### src/rtl/fb_pkg.sv
// Shared framebuffer geometry, port-grant encoding and small helpers
// for the framebuffer port arbiter slice.
package fb_pkg;

  localparam int FB_ADDR_W  = 19;
  localparam int FB_DATA_W  = 4;
  localparam int FB_H_WORDS = 160;
  localparam int FB_V_LINES = 240;
  localparam int FB_WORDS   = FB_H_WORDS * FB_V_LINES;

  typedef enum logic [1:0] {
    G_IDLE,
    G_READ,
    G_WRITE
  } grant_e;

  // Drop counter must stick at all-ones rather than wrap back to zero.
  function automatic logic [15:0] sat_inc16(input logic [15:0] value);
    return (value == 16'hFFFF) ? value : value + 16'd1;
  endfunction

endpackage

### src/rtl/fb_wr_fifo.sv
// Synchronous show-ahead FIFO holding pending capture writes as {addr,data};
// the head entry is visible on o_addr/o_data whenever o_empty is low.
module fb_wr_fifo
  import fb_pkg::*;
#(
  parameter int ADDR_W = FB_ADDR_W,
  parameter int DATA_W = FB_DATA_W,
  parameter int DEPTH  = 16
) (
  input  logic                     i_clk,
  input  logic                     i_rst,
  input  logic                     i_push,
  input  logic [ADDR_W-1:0]        i_addr,
  input  logic [DATA_W-1:0]        i_data,
  input  logic                     i_pop,
  output logic [ADDR_W-1:0]        o_addr,
  output logic [DATA_W-1:0]        o_data,
  output logic [$clog2(DEPTH):0]   o_count,
  output logic                     o_full,
  output logic                     o_empty
);

  localparam int PTR_W   = $clog2(DEPTH);
  localparam int CNT_W   = PTR_W + 1;
  localparam int ENTRY_W = ADDR_W + DATA_W;

  logic [ENTRY_W-1:0] r_mem [DEPTH];
  logic [PTR_W-1:0]   r_wr_ptr;
  logic [PTR_W-1:0]   r_rd_ptr;
  logic [CNT_W-1:0]   r_count;

  logic w_do_push;
  logic w_do_pop;

  assign o_full    = (r_count == CNT_W'(DEPTH));
  assign o_empty   = (r_count == '0);
  assign o_count   = r_count;
  assign w_do_pop  = i_pop && !o_empty;
  // A full FIFO still accepts a push when the head leaves in the same cycle.
  assign w_do_push = i_push && (!o_full || w_do_pop);

  assign {o_addr, o_data} = r_mem[r_rd_ptr];

  always_ff @(posedge i_clk) begin
    if (w_do_push) begin
      r_mem[r_wr_ptr] <= {i_addr, i_data};
    end
  end

  always_ff @(posedge i_clk) begin
    if (i_rst) begin
      r_wr_ptr <= '0;
      r_rd_ptr <= '0;
      r_count  <= '0;
    end else begin
      if (w_do_push) begin
        r_wr_ptr <= r_wr_ptr + PTR_W'(1);
      end
      if (w_do_pop) begin
        r_rd_ptr <= r_rd_ptr + PTR_W'(1);
      end
      case ({w_do_push, w_do_pop})
        2'b10:   r_count <= r_count + CNT_W'(1);
        2'b01:   r_count <= r_count - CNT_W'(1);
        default: r_count <= r_count;
      endcase
    end
  end

endmodule

### src/rtl/fb_port_arbiter.sv
// Shares the single-port framebuffer BRAM between buffered capture writes and
// scan-out reads; reads win unless the write FIFO is nearly full or starved.
module fb_port_arbiter
  import fb_pkg::*;
#(
  parameter int ADDR_W       = FB_ADDR_W,
  parameter int DATA_W       = FB_DATA_W,
  parameter int WF_DEPTH     = 16,
  parameter int HIGH_WATER   = 12,
  parameter int MAX_RD_BURST = 32
) (
  input  logic              lcd_clk,
  input  logic              rst,
  input  logic              wr_we,
  input  logic [ADDR_W-1:0] wr_addr,
  input  logic [DATA_W-1:0] wr_data,
  input  logic              rd_req,
  input  logic [ADDR_W-1:0] rd_addr,
  output logic              rd_ready,
  output logic              rd_valid,
  output logic [DATA_W-1:0] rd_data,
  output logic [ADDR_W-1:0] ram_addr,
  output logic              ram_we,
  output logic [DATA_W-1:0] ram_wdata,
  input  logic [DATA_W-1:0] ram_rdata,
  output logic              wr_overflow,
  output logic [15:0]       drop_count
);

  localparam int CNT_W   = $clog2(WF_DEPTH) + 1;
  localparam int BURST_W = $clog2(MAX_RD_BURST + 1);

  logic [CNT_W-1:0]   w_fifo_count;
  logic               w_fifo_full;
  logic               w_fifo_empty;
  logic [ADDR_W-1:0]  w_head_addr;
  logic [DATA_W-1:0]  w_head_data;
  logic               w_fifo_push;
  logic               w_fifo_pop;
  logic               w_drop;
  logic               w_force_wr;
  grant_e             w_grant;

  logic [BURST_W-1:0] r_burst_cnt;
  logic [ADDR_W-1:0]  r_ram_addr;
  logic               r_ram_we;
  logic [DATA_W-1:0]  r_ram_wdata;
  logic               r_rd_pipe;
  logic               r_rd_valid;
  logic               r_wr_overflow;
  logic [15:0]        r_drop_count;

  fb_wr_fifo #(
    .ADDR_W (ADDR_W),
    .DATA_W (DATA_W),
    .DEPTH  (WF_DEPTH)
  ) u_wr_fifo (
    .i_clk   (lcd_clk),
    .i_rst   (rst),
    .i_push  (w_fifo_push),
    .i_addr  (wr_addr),
    .i_data  (wr_data),
    .i_pop   (w_fifo_pop),
    .o_addr  (w_head_addr),
    .o_data  (w_head_data),
    .o_count (w_fifo_count),
    .o_full  (w_fifo_full),
    .o_empty (w_fifo_empty)
  );

  // A write slot is forced before the FIFO can fill, or when a long read
  // burst has kept a pending write waiting too long.
  assign w_force_wr = (int'(w_fifo_count) >= HIGH_WATER) ||
                      ((int'(r_burst_cnt) >= MAX_RD_BURST) && !w_fifo_empty);
  assign rd_ready   = !w_force_wr;

  always_comb begin
    w_grant = G_IDLE;
    if (!rst) begin
      if (rd_req && rd_ready) begin
        w_grant = G_READ;
      end else if (!w_fifo_empty) begin
        w_grant = G_WRITE;
      end
    end
  end

  assign w_fifo_push = wr_we && !rst;
  assign w_fifo_pop  = (w_grant == G_WRITE);
  assign w_drop      = w_fifo_push && w_fifo_full && !w_fifo_pop;

  always_ff @(posedge lcd_clk) begin
    if (rst) begin
      r_ram_addr  <= '0;
      r_ram_we    <= 1'b0;
      r_ram_wdata <= '0;
    end else begin
      case (w_grant)
        G_READ: begin
          r_ram_addr <= rd_addr;
          r_ram_we   <= 1'b0;
        end
        G_WRITE: begin
          r_ram_addr  <= w_head_addr;
          r_ram_wdata <= w_head_data;
          r_ram_we    <= 1'b1;
        end
        default: begin
          r_ram_we <= 1'b0;
        end
      endcase
    end
  end

  // Two-stage valid pipe matches address register plus BRAM output latency.
  always_ff @(posedge lcd_clk) begin
    if (rst) begin
      r_rd_pipe  <= 1'b0;
      r_rd_valid <= 1'b0;
    end else begin
      r_rd_pipe  <= (w_grant == G_READ);
      r_rd_valid <= r_rd_pipe;
    end
  end

  always_ff @(posedge lcd_clk) begin
    if (rst) begin
      r_burst_cnt <= '0;
    end else if ((w_grant == G_WRITE) || w_fifo_empty) begin
      r_burst_cnt <= '0;
    end else if ((w_grant == G_READ) && (int'(r_burst_cnt) < MAX_RD_BURST)) begin
      r_burst_cnt <= r_burst_cnt + BURST_W'(1);
    end
  end

  always_ff @(posedge lcd_clk) begin
    if (rst) begin
      r_wr_overflow <= 1'b0;
      r_drop_count  <= '0;
    end else if (w_drop) begin
      r_wr_overflow <= 1'b1;
      r_drop_count  <= sat_inc16(r_drop_count);
    end
  end

  assign ram_addr    = r_ram_addr;
  assign ram_we      = r_ram_we;
  assign ram_wdata   = r_ram_wdata;
  assign rd_valid    = r_rd_valid;
  assign rd_data     = r_rd_valid ? ram_rdata : '0;
  assign wr_overflow = r_wr_overflow;
  assign drop_count  = r_drop_count;

endmodule
### config.mk
export PLATFORM = sky130hd
export DESIGN_NAME = fb_port_arbiter
export DESIGN_NICKNAME = d
export VERILOG_FILES = /design/src/rtl/fb_pkg.sv /design/src/rtl/fb_wr_fifo.sv /design/src/rtl/fb_port_arbiter.sv
export SDC_FILE = /design/constraint.sdc
export NUM_CORES = 1
export LEC_CHECK = 0
export CAP_MARGIN = 30
export CORE_MARGIN = 2
export CORE_UTILIZATION = 59
export DETAILED_ROUTE_END_ITERATION = 12
export GPL_ROUTABILITY_DRIVEN = 0
export MAX_ROUTING_LAYER = met4
export PLACE_DENSITY = 0.77
export RECOVER_POWER = 25
export SLEW_MARGIN = 10
export SYNTH_ARGS = -nofsm -noshare
export SYNTH_HDL_FRONTEND = slang
export SYNTH_SLANG_ARGS = --single-unit
### constraint.sdc
create_clock -name lcd_clk -period 6.7 [get_ports lcd_clk]
set_input_delay 1.005 -clock lcd_clk [delete_from_list [all_inputs] [get_ports lcd_clk]]
set_output_delay 1.005 -clock lcd_clk [all_outputs]
set_load 0.01 [all_outputs]
# [Word-level counts from Yosys, hierarchy flattened]
# Memory sizes are Yosys's and may differ from the RTL's. A register that Yosys moved wholly into a read port is not among the register bits.
# Index checks and enable logic that the tools add are counted.
[totals] register_bits=62 ramBits=368 in_bits=50 out_inout_bits=47 word_cells=60 memories=1
[memory_table] memory="u_wr_fifo.r_mem" words=16 width=23 rd=1 rd_clocked_by_memory_dff=1 write_ports=1 line_no="fb_wr_fifo.sv:27" source="logic [ENTRY_W-1:0] r_mem [DEPTH];"
[op_classes] addsub=6 magnitude_cmp=3 n_eq_ne=6 n_mux=11 bitwise_logic=1 reduce_logical=21
[ops] op="one-hot mux 19 bit (2 select lines)" count=1
[ops] op="adder 16 x 1 -> 16 bit (second input constant)" count=1
[ops] op="equality test 16 bit (second input constant)" count=1
[ops] op="two-way mux 4 bit" count=3
[ops] op="one-hot mux 5 bit (2 select lines)" count=1
[ops] op="adder 4 x 1 -> 4 bit (second input constant)" count=2
[ops] op="logical AND 1 bit" count=8
[ops] op="adder 6 x 1 -> 6 bit (second input constant)" count=1
[ops] op="greater-or-equal comparator 6 bit (second input constant)" count=1
[ops] op="< comparator 6 bit (second input constant)" count=1
[ops] op="two-way mux 2 bit" count=3
[ops] op="adder 5 x 1 -> 5 bit (second input constant)" count=1
[ops] op="equality test 5 bit (second input constant)" count=1
[ops] op="greater-or-equal comparator 5 x 4 -> 1 bit (second input constant)" count=1
[ops] op="zero test 1 bit" count=5
[ops] op="zero test 5 bit" count=1
[ops] op="subtractor 5 x 1 -> 5 bit (second input constant)" count=1
[ops] op="equality test 2 x 1 -> 1 bit (second input constant)" count=2
[ops] op="equality test 2 bit (second input constant)" count=2
[ops] op="nonzero test 2 bit" count=2
[ops] op="logical OR 1 bit" count=3
[ops] op="two-way mux 1 bit" count=3
[ops] op="AND reduction 2 bit" count=1
[ops] op="OR reduction 2 bit" count=1
[ops] op="NOT 1 bit" count=1

# [Depth between registers and ports, before layout]
# Gate-level depths: netlist of the first run.
[depth] ltp_word=14 ltp_mapped=19 ltp_nobuf=17

# [Cells and area by module]
# Synthesis of the first run repeated with hierarchy kept, for this count alone.
[unflattened] cells_unflattened=955 area_unflattened_um2=17056.4
[by_module_without_submodules] module="fb_wr_fifo" instances=1 cells_per_inst=690 area_each_um2=14786.7 seq_area_each_um2=11390.9
[by_module_without_submodules] module="fb_port_arbiter" instances=1 cells_per_inst=265 area_each_um2=2269.7 seq_area_each_um2=980.9

# [Worst setup path after synthesis of the first run]
# Ideal clock, no wire load.
[synth_path] path_type="in2reg" from="input rst" to="memory u_wr_fifo.r_mem[3][0] (netlist bit) (enable)" setup_time_ns=0.461 arrival_ns=4.609 required_time_ns=6.239 setup_slack_ns=1.629 cell_stages=8 path_buffers=2 cell_sequence="clkbuf_1 > clkbuf_1 > or2_2 > ha_1 > nor2b_1 > a21boi_2 > inv_1 > nor4_1"
[synth_between] elab_chain_cells=7
[synth_lines] element="start: declaration" line_no="fb_port_arbiter.sv:13" source="input logic rst,"
[synth_lines] element="two-way mux 2 bit" line_no="fb_port_arbiter.sv:79" source="if (!rst) begin"
[synth_lines] element="equality test 2 bit" line_no="fb_port_arbiter.sv:89" source="assign w_fifo_pop = (w_grant == G_WRITE);"
[synth_lines] element="net u_wr_fifo.i_pop" line_no="fb_wr_fifo.sv:15" source="input logic i_pop,"
[synth_lines] element="logical AND 1 bit" line_no="fb_wr_fifo.sv:38" source="assign w_do_pop = i_pop && !o_empty;"
[synth_lines] element="logical OR 1 bit" line_no="fb_wr_fifo.sv:40" source="assign w_do_push = i_push && (!o_full || w_do_pop);"
[synth_lines] element="logical AND 1 bit" line_no="fb_wr_fifo.sv:40"
[synth_lines] element="two-way mux 1 bit" line_no="fb_wr_fifo.sv:45" source="if (w_do_push) begin"
[synth_lines] element="two-way mux 1 bit (not written as such)" line_no="fb_wr_fifo.sv:46" source="r_mem[r_wr_ptr] <= {i_addr, i_data};"
[synth_lines] element="end: declaration" line_no="fb_wr_fifo.sv:27"
# The timed path passes the listed nets, and every way through them passes these cells.

# [Worst setup path after layout of the first run]
[layout_path] from="register u_wr_fifo.r_count[1], in the netlist u_wr_fifo.o_count[1]" to="register u_wr_fifo.r_count[4], in the netlist u_wr_fifo.o_count[4]"
[layout_between] elab_chain_cells=14
[layout_lines] element="start: declaration" line_no="fb_wr_fifo.sv:30" source="logic [CNT_W-1:0] r_count;"
[layout_lines] element="start signal: assignment" line_no="fb_wr_fifo.sv:63" source="2'b10: r_count <= r_count + CNT_W'(1);"
[layout_lines] element="start signal: assignment" line_no="fb_wr_fifo.sv:64" source="2'b01: r_count <= r_count - CNT_W'(1);"
[layout_lines] element="start signal: assignment" line_no="fb_wr_fifo.sv:65" source="default: r_count <= r_count;"
[layout_lines] element="branches (longest 6 deep; another with greater-or-equal comparator 5 x 4 -> 1 bit)"
[layout_lines] element="two-way mux 2 bit *" line_no="fb_port_arbiter.sv:80" source="if (rd_req && rd_ready) begin"
[layout_lines] element="two-way mux 2 bit *" line_no="fb_port_arbiter.sv:79"
[layout_lines] element="equality test 2 bit *" line_no="fb_port_arbiter.sv:89"
[layout_lines] element="net u_wr_fifo.i_pop" line_no="fb_wr_fifo.sv:15"
[layout_lines] element="logical AND 1 bit *" line_no="fb_wr_fifo.sv:38"
[layout_lines] element="logical OR 1 bit" line_no="fb_wr_fifo.sv:40"
[layout_lines] element="logical AND 1 bit" line_no="fb_wr_fifo.sv:40"
[layout_lines] element="equality test 2 x 1 -> 1 bit or equality test 2 bit (tied branches)" line_no="fb_wr_fifo.sv:62" source="case ({w_do_push, w_do_pop})"
[layout_lines] element="one-hot mux 5 bit (2 select lines) or nonzero test 2 bit (tied branches)"
# Mark *: on every way through the listed nets, which the timed path passes.
# A chain may end at the register's enable or synchronous reset.

==> results_dict.tcl, run 1 <==
set metrics [dict create \
    status "finished with violations" \
    violations "max-capacitance violations, max-slew violations" \
    p_per_area_nw_per_um2 278.6 \
    wl_met1_mm 14.80 \
    finalPower_w 0.005543 \
    grt_start_max_net_pins 62 \
    worst_pin_slew_ns 3.047 \
    die-area_um2 30250 \
    grt_overflow 0 \
    viasPerCell 6.250 \
    finalHoldViolations 0 \
    die_y_um 173.9 \
    drc_errors 0 \
    clk_latency_ns 0.55 \
    final-seq-area_um2 12380 \
    whs_ns 0.4466 \
    place_area_um2 18490 \
    synth_fp_nets 1036 \
    synth_mux_area_share_pct 12.71 \
    cts_buffer_depth 3 \
    fillers 1832 \
    yosys.cell_types.count 50 \
    rows 62 \
    top_layer "met4" \
    yosys.area_share.simple_pct 5.670 \
    synth_cells 972 \
    firstDrtPassIters 5 \
    synth_edf_count 368 \
    crit_type "reg2reg" \
    grt_pass1_vias 9385 \
    ir_drop_v 0.0002476 \
    yosys.area.top_type_share_pct 64.86 \
    clock_sinks 434 \
    synth_top_family_by_area "multiplexers" \
    path_max_fanout 21 \
    fin_skew_ns 0.01971 \
    synth_xor_area_share_pct 1.234 \
    ys_async_sr_fraction_pct 0 \
    ant_nets 0 \
    coreArea_um2 28550 \
    p_leak_nw 6.294 \
    place_hpwl_mm 21.11 \
    crit_path_start_kind "register" \
    wirelength_mm 37.72 \
    fin_area_um2 19900 \
    ys_ff_latch 434 \
    drt_iter0_markers 1057 \
    yosys.area.top_type "edfxtp_1" \
    gr-usage-all-layers_pct 26.09 \
    cts_setup_buffers 0 \
    fmax_mhz 220.9 \
    hp-class "reg2reg" \
    synth_compound_area_share_pct 4.987 \
    crit_path_end_kind "register" \
    setup-tns-final_ns 0 \
    clockRootBuffer "clkbuf_16" \
    nets 1152 \
    dp_slack_ns 1.858 \
    area_delta_synth_final_pct 16.78 \
    max-cap-violations 1 \
    cts_buffers 43 \
    drive_gt1_share_pct 17.48 \
    port_buffers 96 \
    ys_seq_area_share_pct 72.62 \
    grt_pass1_wl_mm 56.88 \
    via_count 9418 \
    layout_setup_ws_ns 2.173 \
    hold_buffers 0 \
    antenna_found_initial 2 \
    ys_top_cells_by_area "edfxtp_1, mux4_2, dfxtp_1" \
    multi_input_area_um2 4422 \
    rsz0062_at_grt "no" \
    clkTransAtPathRegs_ns 0.06 \
    synth_ff_type "edfxtp_1" \
    final_max_slew_viol_count 62 \
    period_minus_slack_ns 4.527 \
    htreeDepth 2 \
    syn_area_per_cell_um2 17.53 \
    io_pins 97 \
    synthesis.area_um2 17040 \
    cts-resized-gates 0 \
    initial_core_util_pct 59.68 \
    wl_met3_mm 3.169 \
    dr_wl_met2_mm 18.76 \
    synthAdderAreaFrac_pct 1.028 \
    crit_arrival_ns 4.96 \
    setup-violations-final 0 \
    required_ns 7.14 \
    tritoncts "done" \
    timing.final.crit_share_pct 67.57 \
    die_x_um 173.9 \
    wire_per_inst_um 25.03 \
    slew_headroom_pct -103.1 \
    ys_warn_count 0 \
]
==> final cells by class <==
type	count	share of cell area [%]
sequential	434	62.23
inverter	15	0.2830
multi-input combinational	469	22.23
tap	384	2.415
clock inverter	20	1.075
antenna	2	0.02516
clock buffer	58	5.842
timing repair buffer	125	5.905
==> worst paths after layout <==
| check | from | to | cells past startpoint | slack [ns] |
|---|---|---|---|---|
| min reg2reg | r_rd_pipe$_SDFF_PP0_ | rd_valid$_SDFF_PP0_ | 1 | 0.45 |
| max reg2reg | u_wr_fifo.o_count[1]$_SDFFE_PP0P_ | u_wr_fifo.o_count[4]$_SDFFE_PP0P_ | 18 | 2.17 |
| min | r_rd_pipe$_SDFF_PP0_ | rd_valid$_SDFF_PP0_ | 1 | 0.45 |
| max | u_wr_fifo.o_count[1]$_SDFFE_PP0P_ | u_wr_fifo.o_count[4]$_SDFFE_PP0P_ | 18 | 2.17 |
==> cell usage in the layout, fill, tap and decap left out, drive strengths merged, types with 10 or more instances in the layout <==
master         netlist  routed
inv                 15      18
ha                  14      14
clkbuf              29      60
o21ai               15      15
dfxtp               66      66
clkinv               0      14
edfxtp             368     368
a21oi               40      40
and2                10      10
nor3                21      21
a211oi              13      13
mux2i               24      24
xor2                16      16
dlygate4sd3          0      14
mux4                85      85
clkdlybuf4s50        0      81
nor2                71      71
nand4               12      12
buf                 25      28
a22o                24      24
nand2               31      31
==> sequential cells by signal (all words and copies together) (netlist names), named ones only <==
name / cells
u_wr_fifo.r_wr_ptr: 4
u_wr_fifo.r_mem: 368
ram_wdata: 4
rd_valid: 1
r_rd_pipe: 1
drop_count: 16
wr_overflow: 1
r_burst_cnt: 6
ram_addr: 19
u_wr_fifo.o_count: 5
u_wr_fifo.r_rd_ptr: 4
ram_we: 1
==> per-stage QoR <==
step / instances / util [%]
floorplan: 972 / -
global placement: 1423 / 64.74
detailed placement: 1424 / 64.77
CTS: 1502 / 69.59
global route: 1507 / 69.69
finish: 1507 / 69.69
==> worst max-delay path, stage by stage (launching register included) <==
cell	delay [ns]
dfxtp_1	0.40
nor4_4	0.48
nor2_1	0.10
nor2_1	0.14
nand2_1	0.11
or2_2	0.28
ha_1	0.20
buf_4	0.23
nor2b_1	0.27
a21boi_2	0.18
inv_1	0.29
ha_1	0.43
xor2_1	0.12
ha_1	0.24
a211o_1	0.29
nand2_1	0.07
nand3b_1	0.07
a31oi_1	0.16
mux2_2	0.34
==> kinds of logic after synthesis <==
kind of cell,count (synthesis)
DFF,434
and+or+nand+nor,194
AOI/OAI and AO/OA,127
muxes,110
buffers and inverters,69
xor gates and xnor gates,24
adders and majority gates,14
==> layer usage <==
layer / global-route usage, % / vias to the layer above
li1: - / 4104
met1: 34.83 / 4742
met2: 42.03 / 494
met3: 4.046 / 78
met4: 8.333 / 0
met5: - / -
==> Yosys cell counts, types with 5 or more instances <==
cell type  number
nor3_1         21
a22oi_1         5
nand2_1        31
o22ai_1         8
nor4_1          8
a211oi_1       13
a31oi_1         5
nor2b_1         9
a21oi_1        40
nand3_1         8
mux4_2         85
clkbuf_1       29
dfxtp_1        66
and2_1         10
o211ai_1        7
o21ai_0        14
xnor2_1         8
a22o_1         24
buf_2          19
mux2i_1        24
xor2_1         16
nand4_1        12
edfxtp_1      368
nor2_1         71
ha_1           14
inv_1          15
==> power breakdown <==
group	leakage (nW)	switching [W]	internal, W	total (W)
clock	0.671	0.000997	0.00135	0.00234
sequential	3.85	0.0000233	0.00296	0.00298
combinational	1.77	0.000123	0.0000934	0.000216
No activity file was read; power rests on OpenSTA's default activity.
==> run 2, diff against run 1 <==
clock period = 4.4 ns   (was 6.7 ns; I/O delays follow)
==> results_dict.tcl, run 2 (synthesis gave the netlist of run 1 again) <==
set metrics [dict create \
    status "completed" \
    final_max_slew_viol_count 0 \
    path_max_fanout 10 \
    htreeDepth 2 \
    max-cap-violations 0 \
    grt_pass1_vias 9579 \
    finish.utilization_pct 70.18 \
    fin_skew_ns 0.01718 \
    place_hpwl_mm 21.26 \
    drive_gt1_share_pct 18.71 \
    wirelength_mm 37.39 \
    worst_pin_slew_ns 0.8407 \
    crit_arrival_ns 4.32 \
    grt_overflow 0 \
    hold_start "r_rd_pipe$_SDFF_PP0_" \
    clkTransAtPathRegs_ns 0.06 \
    clock_sinks 434 \
    hp-class "reg2reg" \
    hold_buffers 0 \
    antenna_found_initial 1 \
    p_leak_nw 6.387 \
    largest_register_ffs 368 \
    tritoncts "done" \
    r2r_end "u_wr_fifo.o_count[4]$_SDFFE_PP0P_" \
    drt_iter0_markers 870 \
    initial_core_util_pct 59.68 \
    port_buffers 96 \
    fin_area_um2 20040 \
    rows 62 \
    r2r_cells 17 \
    p_per_area_nw_per_um2 424.9 \
    die_y_um 173.9 \
    ir_drop_v 0.0003258 \
    grt_pass1_wl_mm 56.84 \
    drc_errors 0 \
    final-seq-area_um2 12380 \
    final_common_cell "edfxtp_1" \
    clk_latency_ns 0.54 \
    wire_per_inst_um 24.63 \
    dp_slack_ns 0.5071 \
    fillers 1850 \
    place_inst 1438 \
    cts_buffer_depth 3 \
    clockRootBuffer "clkbuf_16" \
    crit_path_end_kind "register" \
    layout_setup_ws_ns 0.4953 \
    holdPathStages 1 \
    place_area_um2 18600 \
    cts_setup_buffers 0 \
    crit_path_start_kind "register" \
    via_count 9416 \
    timing.final.crit_share_pct 88.74 \
    crit_type "reg2reg" \
    nets 1164 \
    viasPerCell 6.203 \
    slew_headroom_pct 43.95 \
    fmax_mhz 256.1 \
    cts_buffers 43 \
    setup-violations-final 0 \
    setup-tns-final_ns 0 \
    finalHoldViolations 0 \
    min_to "rd_valid$_SDFF_PP0_" \
    path_cells "nor4_4 > nor2_1 > nor2_1 > nand2_1 > or2_2 > ha_1 > nor2b_1 > a21boi_2 > inv_1 > ha_1 > xor2_1 > ha_1 > nor2_1 > nor3b_1 > o21ai_0 > a31oi_1 > mux2_2" \
    rsz0062_at_grt "no" \
    grt_start_max_net_pins 62 \
    ant_nets 0 \
    period_minus_slack_ns 3.905 \
    required_ns 4.82 \
    regMostFlops "u_wr_fifo.r_mem" \
    gr-usage-all-layers_pct 25.98 \
    coreArea_um2 28550 \
    cts-resized-gates 0 \
    cp_slowest_cell "nor4_4" \
    most-common-layout-cells "edfxtp_1, mux4_2, clkdlybuf4s50_1" \
    die_x_um 173.9 \
    io_pins 97 \
    crit_path_max_incr_delay_ns 0.45 \
    r2r_start "u_wr_fifo.o_count[1]$_SDFFE_PP0P_" \
    multi_input_area_um2 4422 \
    area_delta_synth_final_pct 17.60 \
    die-area_um2 30250 \
    firstDrtPassIters 6 \
    fin_cells 1518 \
    rrSetupSlack_ns 0.50 \
]
## run 2: worst max path at each step
stage                                            from                                 to  slack [ns]  depth (start not counted)
floorplan                                         rst    u_wr_fifo.r_mem[3][0]$_DFFE_PP_       -0.33                          8
global placement                               rd_req  u_wr_fifo.o_count[4]$_SDFFE_PP0P_        0.56                         15
detailed placement                             rd_req  u_wr_fifo.o_count[4]$_SDFFE_PP0P_        0.51                         15
CTS                 u_wr_fifo.o_count[1]$_SDFFE_PP0P_  u_wr_fifo.o_count[4]$_SDFFE_PP0P_        0.50                         17
global route        u_wr_fifo.o_count[1]$_SDFFE_PP0P_  u_wr_fifo.o_count[4]$_SDFFE_PP0P_        0.17                         17
finish              u_wr_fifo.o_count[1]$_SDFFE_PP0P_  u_wr_fifo.o_count[4]$_SDFFE_PP0P_        0.50                         17
## run 2: power breakdown
group	switching, W	total (W)	internal, W
Sequential	0.0000279	0.00453	0.00450
Combinational	0.000194	0.000339	0.000145
Clock	0.00147	0.00364	0.00217
## run 2: area by class of cell
type,instances,area share (%)
tap,384,2.398
sequential,434,61.79
inverter,15,0.2810
timing repair buffer,137,6.407
clock buffer,56,5.839
clock inverter,22,1.199
antenna,1,0.01249
multi-input combinational,469,22.07
## run 2: worst max-delay path: cells and delay by family (launching register included)
family | cells | cell delay [ns]
simple gates | 8 | 1.55
fa+ha+maj | 3 | 0.80
compound gates | 3 | 0.42
flops | 1 | 0.40
mux | 1 | 0.34
xor+xnor | 1 | 0.19
buf+inv | 1 | 0.09
## run 2: metal layers
metal	global-route usage (%)	vias to the layer above	part of all wire, %
met3	4.353	98	7.9
li1	-	4124	-
met4	9.804	0	3.6
met5	-	-	0
met1	33.95	4748	39
met2	41.65	446	49
## run 2: per-stage QoR
step | hold slack, ns | power [W]
4_1_cts | 0.4363 | 0.008555
3_3_place_gp | 0.4207 | 0.004949
2_1_floorplan | 0.4138 | 0.004762
6_report | 0.4332 | 0.008512
3_5_place_dp | 0.4264 | 0.004958
5_1_grt | 0.4548 | 0.008736
==> run 3, diff against run 2 <==
MAX_ROUTING_LAYER = not set   (was met4)
==> results_dict.tcl, run 3 (synthesis gave the netlist of run 1 again) <==
set metrics [dict create \
    die_x_um 173.9 \
    cts-resized-gates 0 \
    setup-violations-final 0 \
    largest_register_ffs 368 \
    finish.utilization_pct 70.17 \
    place_hpwl_mm 21.26 \
    setup-tns-final_ns 0 \
    die_y_um 173.9 \
    grt_pass1_wl_mm 56.84 \
    tritoncts "done" \
    finalPower_w 0.008513 \
    cts_buffer_depth 3 \
    fin_cells 1517 \
    antenna_found_initial 1 \
    cts_setup_buffers 0 \
    fmax_mhz 256.6 \
    firstDrtPassIters 5 \
    gr-usage-all-layers_pct 25.19 \
    wirelength_mm 37.43 \
    grt_pass1_vias 9591 \
    n_antenna_cell 0 \
    port_buffers 96 \
    drc_errors 0 \
    clk_latency_ns 0.54 \
    drive_gt1_share_pct 18.71 \
    period_minus_slack_ns 3.898 \
    nets 1164 \
    drt_iter0_markers 861 \
    ir_drop_v 0.0003270 \
    ant_nets 0 \
    crit_arrival_ns 4.32 \
    crit_type "reg2reg" \
    grt_overflow 0 \
    path_max_fanout 10 \
    required_ns 4.82 \
    wire_per_inst_um 24.67 \
    p_leak_nw 6.387 \
    final_max_slew_viol_count 0 \
    max-cap-violations 0 \
    initial_core_util_pct 59.68 \
    final_common_cell "edfxtp_1" \
    coreArea_um2 28550 \
    htreeDepth 2 \
    crit_path_end_kind "register" \
    clkTransAtPathRegs_ns 0.06 \
    rows 62 \
    crit_path_start_kind "register" \
    cts_buffers 43 \
    grt_start_max_net_pins 62 \
    status "completed" \
    finalHoldViolations 0 \
    clockRootBuffer "clkbuf_16" \
    fillers 1851 \
    place_inst 1438 \
    rsz0062_at_grt "no" \
    hp-class "reg2reg" \
    hold_buffers 0 \
    viasPerCell 6.191 \
    slew_headroom_pct 42.63 \
    most-common-layout-cells "edfxtp_1, mux4_2, clkdlybuf4s50_1" \
    clock_sinks 434 \
    timing.final.crit_share_pct 88.58 \
    p_per_area_nw_per_um2 424.9 \
    area_delta_synth_final_pct 17.59 \
    regMostFlops "u_wr_fifo.r_mem" \
    via_count 9392 \
    die-area_um2 30250 \
    fin_skew_ns 0.01781 \
    io_pins 97 \
    worst_pin_slew_ns 0.8596 \
]
==> run 3: cell count changes in the layout (fill, tap and decap cells not counted) <==
| cell | before | now |
|---|---|---|
| diode_2 | 1 | 0 |
==> run 3: area by class of cell <==
class / count / area, um^2 / share of cell area [%]
Clock buffer: 56 / 1170 / 5.840
Clock inverter: 22 / 240.2 / 1.199
Inverter: 15 / 56.30 / 0.2811
Multi-Input combinational cell: 469 / 4422 / 22.07
Sequential cell: 434 / 12380 / 61.80
Tap cell: 384 / 480.5 / 2.398
Timing Repair Buffer: 137 / 1284 / 6.408
==> run 3: worst paths after layout <==
kind                                      from                                end  slack [ns]  cells past startpoint
max          u_wr_fifo.o_count[1]$_SDFFE_PP0P_  u_wr_fifo.o_count[4]$_SDFFE_PP0P_        0.50                     17
min                       r_rd_pipe$_SDFF_PP0_                rd_valid$_SDFF_PP0_        0.43                      1
max reg2reg  u_wr_fifo.o_count[1]$_SDFFE_PP0P_  u_wr_fifo.o_count[4]$_SDFFE_PP0P_        0.50                     17
min reg2reg               r_rd_pipe$_SDFF_PP0_                rd_valid$_SDFF_PP0_        0.43                      1
==> run 3: per-stage QoR <==
stage / worst slack (ns) / hold slack [ns] / cell area, um^2
floorplan: -0.3259 / 0.4138 / 17040
global placement: 0.5618 / 0.4207 / 18600
detailed placement: 0.5071 / 0.4264 / 18600
CTS: 0.4968 / 0.4363 / 20010
global route: 0.1655 / 0.4548 / 20030
finish: 0.5024 / 0.4330 / 20030
==> run 3: routing by layer <==
layer	vias up	track usage [%]	routed length, um
met3	92	4.462	2956
met2	445	41.48	18560
met5	-	0	9
li1	4119	-	-
met1	4734	33.92	14590
met4	2	10.08	1324
==> run 3: critical path: stages, from the launching register on <==
cell,delay (ns)
dfxtp_1,0.40
nor4_4,0.45
nor2_1,0.09
nor2_1,0.14
nand2_1,0.11
or2_2,0.28
ha_1,0.23
nor2b_1,0.25
a21boi_2,0.11
inv_1,0.09
ha_1,0.36
xor2_1,0.19
ha_1,0.21
nor2_1,0.05
nor3b_1,0.16
o21ai_0,0.11
a31oi_1,0.20
mux2_2,0.34
==> run 3: report_power, final <==
part	total, W	internal (W)	leakage (nW)	switching, W
combinational	0.000338	0.000145	1.84	0.000193
sequential	0.00453	0.00450	3.85	0.0000277
clock	0.00364	0.00217	0.694	0.00147
==> RTL change 1 (config.mk and constraints of run 3) <==
`WF_DEPTH`: 16 -> 8.
--- a/src/rtl/fb_port_arbiter.sv
+++ b/src/rtl/fb_port_arbiter.sv
@@ -5,7 +5,7 @@
 #(
   parameter int ADDR_W       = FB_ADDR_W,
   parameter int DATA_W       = FB_DATA_W,
-  parameter int WF_DEPTH     = 16,
+  parameter int WF_DEPTH     = 8,
   parameter int HIGH_WATER   = 12,
   parameter int MAX_RD_BURST = 32
 ) (
Function: no difference found for any inputs over 4 cycles, from zero or initial values and one cycle with rst high; that may be too few to reach the edited logic, so the function may still have changed.
==> RTL change 1 against run 3 <==
Clock power fell by 44%; core utilization grew 1.9 points; synthesized area shrank 43%; critical path depth down 4; fmax rose by 8.8%; global-route usage decreased by 2.9 points; wire length shrank 49%; power shrank 43%; cell area is 41% lower; sequential cell count shrank 188; worst setup slack better by 0.32 ns; critical endpoint is now u_wr_fifo.o_count[3]$_SDFFE_PP0P_.
==> RTL change 1: results <==
group,metric,value,unit
status,status,"finished, final reports clean",
final_layout,final_nets,773,
route,top_layer,"met4",
critical_path,cp_max_fo,50,
power_and_ir_drop,intPower,3.85,mW
synth,synth.distinct_cells,42,
power_and_ir_drop,peakVddDrop,0.310,mV
sta,worst_pin_slew,0.852,ns
clocking,htree_num_levels,1,
final_layout,largest_register_ffs,184,
clocking,cts_made_buffers,25,
synth,synth_fa_ha_area_frac,0.0128,
synth,seq_area_frac_synth,0.693,
critical_path,reg2regPathDepth,13,
synth,syn-num-nets,669,
global_route,grt_pass1_vias,5646,
placement,place_inst,905,
global_route,met3_usage,0.0433,
route,drt_iter0_drc,309,
route,met3_length,1250,um
route,first_pass_iters,4,
placement,postPlaceCellArea,11000,sq um
synth,synth_compound_area_frac,0.0450,
global_route,grt_max_degree,51,
sta,whs,0.436,ns
-- RTL change 1: layout make-up --
class | instances | area share
Antenna cell | 1 | 0.000212
Clock buffer | 27 | 0.0537
Clock inverter | 17 | 0.0141
Inverter | 8 | 0.00255
Multi-Input combinational cell | 322 | 0.239
Sequential cell | 246 | 0.575
Tap cell | 220 | 0.0234
Timing Repair Buffer | 110 | 0.0921
-- RTL change 1: power by group through the flow --
stage          Combinational, mW  Clock (mW)  Sequential (mW)
6_report                   0.230        2.05             2.55
3_5_place_dp               0.232           0             2.60
3_3_place_gp               0.225           0             2.60
4_1_cts                    0.234        2.09             2.55
2_1_floorplan              0.102           0             2.60
5_1_grt                    0.253        2.18             2.55
-- RTL change 1: worst register-to-register path: cells and delay by family, from the launching register on --
kind                     cells  cell delay [ns]
AND/OR/NAND/NOR              5             1.23
AO/OA/AOI/OAI                4             0.74
adder cells (fa/ha/maj)      2             0.62
flip-flops                   1             0.40
buffers and inverters        1             0.30
XOR/XNOR                     1             0.15
==> RTL change 2 (flow settings as in run 3) <==
Without the edit above. Put one more register stage on the output `drop_count`, without a reset. The value now appears one clock later. The other outputs are not delayed to match.
--- a/src/rtl/fb_port_arbiter.sv
+++ b/src/rtl/fb_port_arbiter.sv
@@ -149,6 +149,8 @@
   assign rd_valid    = r_rd_valid;
   assign rd_data     = r_rd_valid ? ram_rdata : '0;
   assign wr_overflow = r_wr_overflow;
-  assign drop_count  = r_drop_count;
+  always_ff @(posedge lcd_clk) begin
+    drop_count <= r_drop_count;
+  end
 
 endmodule
Function: same outputs for any inputs over 4 cycles, from zero or initial values and one cycle with rst high; that may be too few to reach the edited logic, so the function may still have changed.
==> RTL change 2 against run 3 <==
The flow now finishes with violations (max-capacitance violations, max-slew violations); power increased by 1.5%; sequential power increased by 3%; sequential cell count increased by 16; worst setup slack got worse by 0.16 ns; die area increased by 2.2%; wire length decreased by 0.86%; critical path depth unchanged; cell area increased by 1.7%; clock skew decreased by 0.0052 ns; sequential share of layout area increased by 0.56 points; combinational power decreased by 4%; synthesized cell count decreased by 0.31%; synthesized area increased by 2.2%; fmax decreased by 3.9%.
==> RTL change 2: results <==
group,metric,value,unit
power_and_ir_drop,p_sw,1.74,mW
synth,syn-num-nets,1033,
critical_path,arrival,4.49,ns
status,status,"finished, violations left",
synth,synth_compound_area_frac,0.0394,
placement,place_ws,0.461,ns
power_and_ir_drop,peakVddDrop,0.449,mV
critical_path,slowest_delay,0.43,ns
final_layout,filler_cell_count,1825,
global_route,grt_pass1_wl,56000,um
power_and_ir_drop,comb-power,326,uW
sta,slew_viol_final,33,
synth,synth_edf_count,368,
power_and_ir_drop,clockPowerShare,0.421,
synth,avgSynthCellArea,18.0,sq um
placement,postPlaceCellArea,18900,sq um
global_route,grt_pass1_vias,9364,
synth,synth_commonest_cells,"368 x edfxtp_1, 84 x mux4_2, 82 x dfxtp_1",
flow_run,drv_cap,1,
status,violations,"max-capacitance violations, max-slew violations",
route,avgViaCountPerCell,6.18,
global_route,grt_max_degree,55,
synth,synth_fa_ha_area_frac,0.0101,
clocking,post_cts_buffers,0,
placement,dpl.hpwl,21200,um
sta,finClkSkew,0.0126,ns
route,drt_iter0_drc,932,
synth,synth.distinct_cells,52,
route,detailroute.via_count,9349,
global_route,antenna_found_initial,0,
clocking,cts_made_buffers,44,
synth,seq_area_frac_synth,0.729,
synth,synth-xor-area-share,0.0136,
==> RTL change 2: cell count changes in the layout (fill, tap and decap cells not counted), moves of 11 or more <==
cell and delta:
a21oi_1 -34, a22o_1 -24, a22oi_1 +22, dfxtp_1 +16
mux2_2 +16, nand2_1 +15, o21ai_0 -11
==> RTL change 2: final timing paths <==
kind                                      from                                end  slack, ns  cells after the start
max          u_wr_fifo.o_count[1]$_SDFFE_PP0P_  u_wr_fifo.o_count[4]$_SDFFE_PP0P_       0.34                     17
min              r_drop_count[15]$_SDFFE_PP0P_             drop_count[15]$_DFF_P_       0.38                      0
max reg2reg  u_wr_fifo.o_count[1]$_SDFFE_PP0P_  u_wr_fifo.o_count[4]$_SDFFE_PP0P_       0.34                     17
min reg2reg      r_drop_count[15]$_SDFFE_PP0P_             drop_count[15]$_DFF_P_       0.38                      0
==> RTL change 2: layer usage <==
metal | part of all wire | up-vias | global-route usage
met5 | 0 | - | 0
met3 | 0.082 | 70 | 0.0496
li1 | - | 4090 | -
met4 | 0.025 | 0 | 0.0671
met1 | 0.41 | 4763 | 0.341
met2 | 0.49 | 426 | 0.401
==> RTL change 2: cell type report <==
cell class                 instances  area, sq um  share of cell area
clock buffer                      61         1250              0.0614
tap                              384          480              0.0236
multi-input combinational        450         4460               0.219
inverter                          14         52.6             0.00258
clock inverter                    21          163             0.00799
sequential                       450        12700               0.624
timing repair buffer             133         1260              0.0620
==> RTL change 2: kinds of logic (layout without fill, tap and decap cells) <==
| logic type | Yosys count | count (layout) |
|---|---|---|
| fa+ha+maj | 14 | 14 |
| buf+inv | 69 | 229 |
| compound gates | 90 | 90 |
| mux | 128 | 128 |
| flops | 450 | 450 |
| xor+xnor | 27 | 27 |
| simple gates | 191 | 191 |
